`config.mk`:
```
export PLATFORM = sky130hd
export DESIGN_NAME = dram_refresh_arb
export DESIGN_NICKNAME = d
export VERILOG_FILES = /design/src/rtl/dram_refresh_arb.sv
export SDC_FILE = /design/constraint.sdc
export NUM_CORES = 1
export LEC_CHECK = 0
export BUFFER_PORTS_ARGS = -buffer_cell sky130_fd_sc_hd__buf_2
export CORE_ASPECT_RATIO = 0.7
export CORE_MARGIN = 2
export CORE_UTILIZATION = 55
export DETAILED_ROUTE_END_ITERATION = 12
export MAX_ROUTING_LAYER = met4
export PLACE_DENSITY = 0.76
export SLEW_MARGIN = 20
export SYNTH_ARGS = -nofsm -noshare
export SYNTH_HDL_FRONTEND = slang
export SYNTH_SLANG_ARGS = --single-unit
```
`constraint.sdc`:
```
create_clock -name clk -period 2 [get_ports clk]
set_input_delay 0.1 -clock clk [delete_from_list [all_inputs] [get_ports clk]]
set_output_delay 0.1 -clock clk [all_outputs]
set_load 0.02 [all_outputs]
```
`src/rtl/dram_refresh_arb.sv`:
```
// Purpose: arbitrates the 4-bank DRAM array between the CPU access sequencer and periodic CBR refresh.
// Latency: grant one clock after acc_req is sampled in IDLE; every output comes straight from a flop.
// Backpressure: acc_req is a held level; a grant is never preempted, and refresh wins in IDLE only at the pending ceiling.
//
// Ports:
//   clk          system clock, rising edge
//   nRESET       asynchronous active-low reset
//   acc_req      sequencer wants the array (level, held until acc_gnt)
//   acc_done     one-cycle pulse, sequencer finished including its precharge
//   acc_gnt      sequencer owns the array
//   ref_active   refresh sequence in progress (CSR, RAS, PRE)
//   nRAS_REF     refresh RAS per bank, active low, all banks switched together
//   nCAS_REF     refresh CAS, active low, fanned to every CAS line
//   ref_pending  refreshes owed
//   ref_overflow sticky; a refresh tick was lost at the ceiling
module dram_refresh_arb #(
  parameter int REF_PERIOD = 250,
  parameter int T_CSR      = 1,
  parameter int T_RAS      = 4,
  parameter int T_RP       = 3,
  parameter int MAX_PEND   = 3
) (
  input  logic       clk,
  input  logic       nRESET,
  input  logic       acc_req,
  input  logic       acc_done,
  output logic       acc_gnt,
  output logic       ref_active,
  output logic [3:0] nRAS_REF,
  output logic       nCAS_REF,
  output logic [1:0] ref_pending,
  output logic       ref_overflow
);

  localparam int T_MAX0 = (T_CSR > T_RAS) ? T_CSR : T_RAS;
  localparam int T_MAX  = (T_MAX0 > T_RP) ? T_MAX0 : T_RP;
  localparam int CW     = (T_MAX > 1) ? $clog2(T_MAX) : 1;
  localparam int TW     = (REF_PERIOD > 1) ? $clog2(REF_PERIOD) : 1;

  localparam logic [TW-1:0] TIMER_LOAD = TW'(REF_PERIOD - 1);
  localparam logic [CW-1:0] CSR_LAST   = CW'(T_CSR - 1);
  localparam logic [CW-1:0] RAS_LAST   = CW'(T_RAS - 1);
  localparam logic [CW-1:0] RP_LAST    = CW'(T_RP - 1);
  localparam logic [1:0]    PEND_MAX   = 2'(MAX_PEND);

  typedef enum logic [2:0] {
    IDLE,
    GRANT,
    CSR,
    RAS,
    PRE
  } state_t;

  state_t          state, state_nxt;
  logic [CW-1:0]   cnt, cnt_nxt;
  logic [TW-1:0]   timer;
  logic            tick;
  logic            dec;

  // Tick fires on the clock where the timer sits at zero, so the period is
  // exactly REF_PERIOD clocks regardless of what the FSM is doing.
  assign tick = (timer == '0);

  always_comb begin
    state_nxt = state;
    cnt_nxt   = '0;
    dec       = 1'b0;
    case (state)
      IDLE: begin
        // Ceiling beats the CPU; otherwise the CPU beats ordinary refresh.
        if (ref_pending == PEND_MAX)  state_nxt = CSR;
        else if (acc_req)             state_nxt = GRANT;
        else if (ref_pending != 2'd0) state_nxt = CSR;
      end
      GRANT: begin
        if (acc_done) state_nxt = IDLE;
      end
      CSR: begin
        if (cnt == CSR_LAST) begin
          state_nxt = RAS;
          dec       = 1'b1;  // a refresh is consumed on RAS entry
        end else begin
          cnt_nxt = cnt + CW'(1);
        end
      end
      RAS: begin
        if (cnt == RAS_LAST) state_nxt = PRE;
        else                 cnt_nxt   = cnt + CW'(1);
      end
      PRE: begin
        if (cnt == RP_LAST) state_nxt = IDLE;
        else                cnt_nxt   = cnt + CW'(1);
      end
      default: state_nxt = IDLE;
    endcase
  end

  always_ff @(posedge clk or negedge nRESET) begin
    if (!nRESET) begin
      state <= IDLE;
      cnt   <= '0;
      timer <= TIMER_LOAD;
    end else begin
      state <= state_nxt;
      cnt   <= cnt_nxt;
      timer <= tick ? TIMER_LOAD : (timer - TW'(1));
    end
  end

  // Pending count: simultaneous tick and consume cancel out.
  always_ff @(posedge clk or negedge nRESET) begin
    if (!nRESET) begin
      ref_pending  <= 2'd0;
      ref_overflow <= 1'b0;
    end else if (tick && !dec) begin
      if (ref_pending == PEND_MAX) ref_overflow <= 1'b1;
      else                         ref_pending  <= ref_pending + 2'd1;
    end else if (dec && !tick) begin
      ref_pending <= ref_pending - 2'd1;
    end
  end

  // Outputs are decoded from the next state and registered, so they line up
  // with the state register and reset releases every strobe immediately.
  always_ff @(posedge clk or negedge nRESET) begin
    if (!nRESET) begin
      acc_gnt    <= 1'b0;
      ref_active <= 1'b0;
      nRAS_REF   <= 4'hF;
      nCAS_REF   <= 1'b1;
    end else begin
      acc_gnt    <= (state_nxt == GRANT);
      ref_active <= (state_nxt == CSR) || (state_nxt == RAS) || (state_nxt == PRE);
      nRAS_REF   <= (state_nxt == RAS) ? 4'h0 : 4'hF;
      nCAS_REF   <= !((state_nxt == CSR) || (state_nxt == RAS));
    end
  end

endmodule

```
==> implementation parameters <==
Parameter                              Value

Run status
  Outcome    complete, no violations

Routing
  Number of iterations in the first detailed-routing pass    4
  Routed wire per std cell    14.8 µm
  Total detailed-routing wirelength    2.17 mm
  Via density per instance    5.82
  Count of unresolved DRC violations after routing    0
  Via count of the routed design    849
  DR iter-0 viols    26
  Remaining number of nets flagged by the antenna check after routing    0

GRT
  Most used routing layer    met2
  Antenna violations before repair    0
  Global-route track usage on met2    30.2%
  Global-route congestion overflow total    0
  Fraction of met3 tracks used by global routing    5.61%
  Wire length of the first global-routing pass    3.75 mm
  Vias in the first global route    789
  Largest net degree at the start of global routing    21
  GR met1 Demand/Resource    29.8%
  Overall fraction of global-route tracks in use    20.8%

Critical path
  Critical path data required time    2.18 ns
  Critical Path End Type    flip-flop
  Max Fanout on Critical Path    4
  CP Buf/Inv Count    1
  CP max stage cell    or4bb_1
  Crit path cell chain    inv_1, ha_1, or4bb_1, a22oi_1, nand4_1
  Largest delay contributor family on the critical path    simple AND/OR/NAND/NOR gates
  CP Launch Type    flip-flop
  Largest stage delay on the critical path    0.55 ns
  Worst Path Arrival    1.95 ns
  Critical setup path kind    reg -> reg

Run
  Max-capacitance violation count    0

Placed design
  Count of placed standard cells including taps    141
  Detailed placement HPWL    1.58 mm
  Worst slack after detailed placement    0.267 ns
  Routability Congestion    0.871
  Port buffer count    13

Timing
  Final count of hold timing violations    0
  Number of failing setup endpoints in the final timing report    0
  Period minus WS final    1.76 ns
  Maximum frequency from static timing analysis    567 MHz
  Transition time of the tightest slew-check pin    0.570 ns
  Final worst setup slack    0.236 ns
  Setup repair after global routing missed its margin    no
  Setup TNS Final    0 ns
  Number of pins exceeding their max-slew limit in the final report    0
  Setup clock skew after layout    0.0102 ns
  Hold_ws    0.192 ns
  Share of the clock period used by the worst path after layout    88.2%
  Slew Limit Headroom    61.7%

Worst hold path
  Type of the worst min-delay path    in -> reg

CTS
  Total clock sinks    20
  Insertion delay to the later sink of the worst-skew pair    0.30 ns
  Clk Tree Root Cell    clkbuf_4
  H-tree lvl count    1
  Clock tree buffer depth    2
  CTS buffer count    3
  Clock-pin slew of the registers on the worst-case setup and hold paths    0.12 ns
  Clock tree from TritonCTS    done

Finish
  Fin util    65.8%
  Fraction of final layout cells with drive strength greater than 1    25.8%
  Area used by sequential logic in the layout    510 µm²
  Ant diodes    0
  Number of non-filler instances in the completed layout    146
  Number of fillers in the final layout    141
  Multi-input logic area    553 µm²
  NumNets Final    137
  Post-synthesis to final-layout area growth    11.0%

Power and ir drop
  Sw Share    38.1%
  Relative contribution of sequential cells to total power    40.0%
  Static leakage    0.583 nW
  Power Internal    0.000974 W
  Maximum ir drop on the vdd rail    1.13 mV
  Power share of the clock group    20.8%
  Comb pwr share    39.3%
  Switching pwr    0.000599 W
  Power Dens Cells    1260 nW/µm²

Synth
  Gate count of the mapped netlist    111
  Post-synthesis area per instance    10.2 µm²
  Yosys top cell area share    26.6%
  Number of distinct library cells after synthesis    41
  Post-Synthesis Cell Area    1130 µm²
  Register area share after synthesis    45.2%
  Yosys reg bits    20
  Number of synthesis warnings    0
  EDFF count, synth    0
  Proportion of register bits with asynchronous set or reset after synthesis    100%
  Most frequently used flop master after synthesis    dfrtp_1
  Biggest area consumer among synthesized cells    dfrtp_1
  Synth area leaders    dfrtp_1, dfstp_2, ha_1
  Net count of the mapped netlist    123

Floorplan
  Number of core rows    13
  Die height    41.9 µm
  DIE WIDTH    58.1 µm
  Initial cell density of the core    59.3%
  Core Footprint    1900 µm²
  Floorplan die area    2440 µm²
  Count of pins on the block boundary    14
metrics by stage:
stage | instance area (µm²) | power (W)
2_1_floorplan | 1130 | 0.00110
3_3_place_gp | 1190 | 0.00122
3_5_place_dp | 1190 | 0.00124
4_1_cts | 1250 | 0.00158
5_1_grt | 1250 | 0.00167
6_report | 1250 | 0.00157
power groups by stage:
stage               clock [W]  combinational (W)  sequential [W]
floorplan                   0           0.000430        0.000671
global placement            0           0.000591        0.000629
detailed placement          0           0.000608        0.000635
CTS                  0.000334           0.000619        0.000627
global route         0.000351           0.000676        0.000644
finish               0.000327           0.000618        0.000628
synth_stat cells, types with 3 or more instances:
cell type	number
dfrtp_1	12
a21oi_1	3
nor2_1	5
dfstp_2	8
buf_4	3
nor2b_1	3
inv_1	9
o21ai_0	5
nand2b_1	6
ha_1	8
nand4_1	3
nand2_1	9
cell type report:
type / instances / area share, %
inverter: 9 / 2.70
clock inverter: 1 / 2.40
clock buffer: 3 / 1.80
timing repair buffer: 14 / 5.99
multi-input combinational: 77 / 44.2
sequential: 20 / 40.8
tap: 22 / 2.20
state kept, by name (all words and copies together), names as in the netlist:
signal / flops
acc_gnt: 1
cnt: 2
nCAS_REF: 1
nRAS_REF: 1
ref_active: 1
ref_overflow: 1
ref_pending: 2
state: 3
timer: 8
logic make-up after synthesis:
kind of cell	Yosys count	share of synthesized area (%)
simple gates	45	24.6
compound gates	22	13.9
flops	20	45.2
buf+inv	14	5.76
fa+ha+maj	9	9.76
xor+xnor	1	0.776
path summary, 6_finish.rpt:
check	from	to	slack, ns	cells past startpoint
min in group asynchronous	nRESET	state[1]	0.25	2
max reg2reg	cnt[0]	ref_pending[1]	0.24	5
max	cnt[0]	ref_pending[1]	0.24	5
min reg2reg	timer[0]	timer[0]	0.47	1
min	acc_req	acc_gnt	0.19	3
max in group asynchronous	nRESET	timer[7]	1.40	2
timing repair:
item,4_1_cts,5_1_grt
gates resized for setup,0,0
buffers inserted,0,0
hold buffers,1,0
hold endpoints to repair,12,0
cell usage in the layout (no fill, tap or decap), types with 2 or more instances in the layout:
cell,instances
clkbuf_4,3
a21oi_1,3
o311a_1,2
dfrtp_1,12
or3_1,2
dfstp_2,8
o21ai_0,5
a22o_1,2
nand2_1,9
ha_1,8
nand3_1,2
nand4_1,3
nor3_1,2
or3_2,2
inv_1,9
buf_2,13
o211ai_1,2
nand2b_1,6
nor2_1,5
nor2b_1,3
and3_1,2
metal layers:
layer | vias up | share of wire, %
li1 | 419 | -
met1 | 410 | 52
met2 | 18 | 43
met3 | 2 | 4.8
met4 | 0 | 0.46
met5 | - | 0
worst register-to-register path: cells and delay by family (launching register included):
family                   cells  cell delay (ns)
AO/OA/AOI/OAI                1             0.22
adder cells (fa/ha/maj)      1             0.20
flip-flops                   1             0.43
AND/OR/NAND/NOR              2             0.67
buffers and inverters        1             0.14
Note: power is estimated with default switching activity, not from simulation.
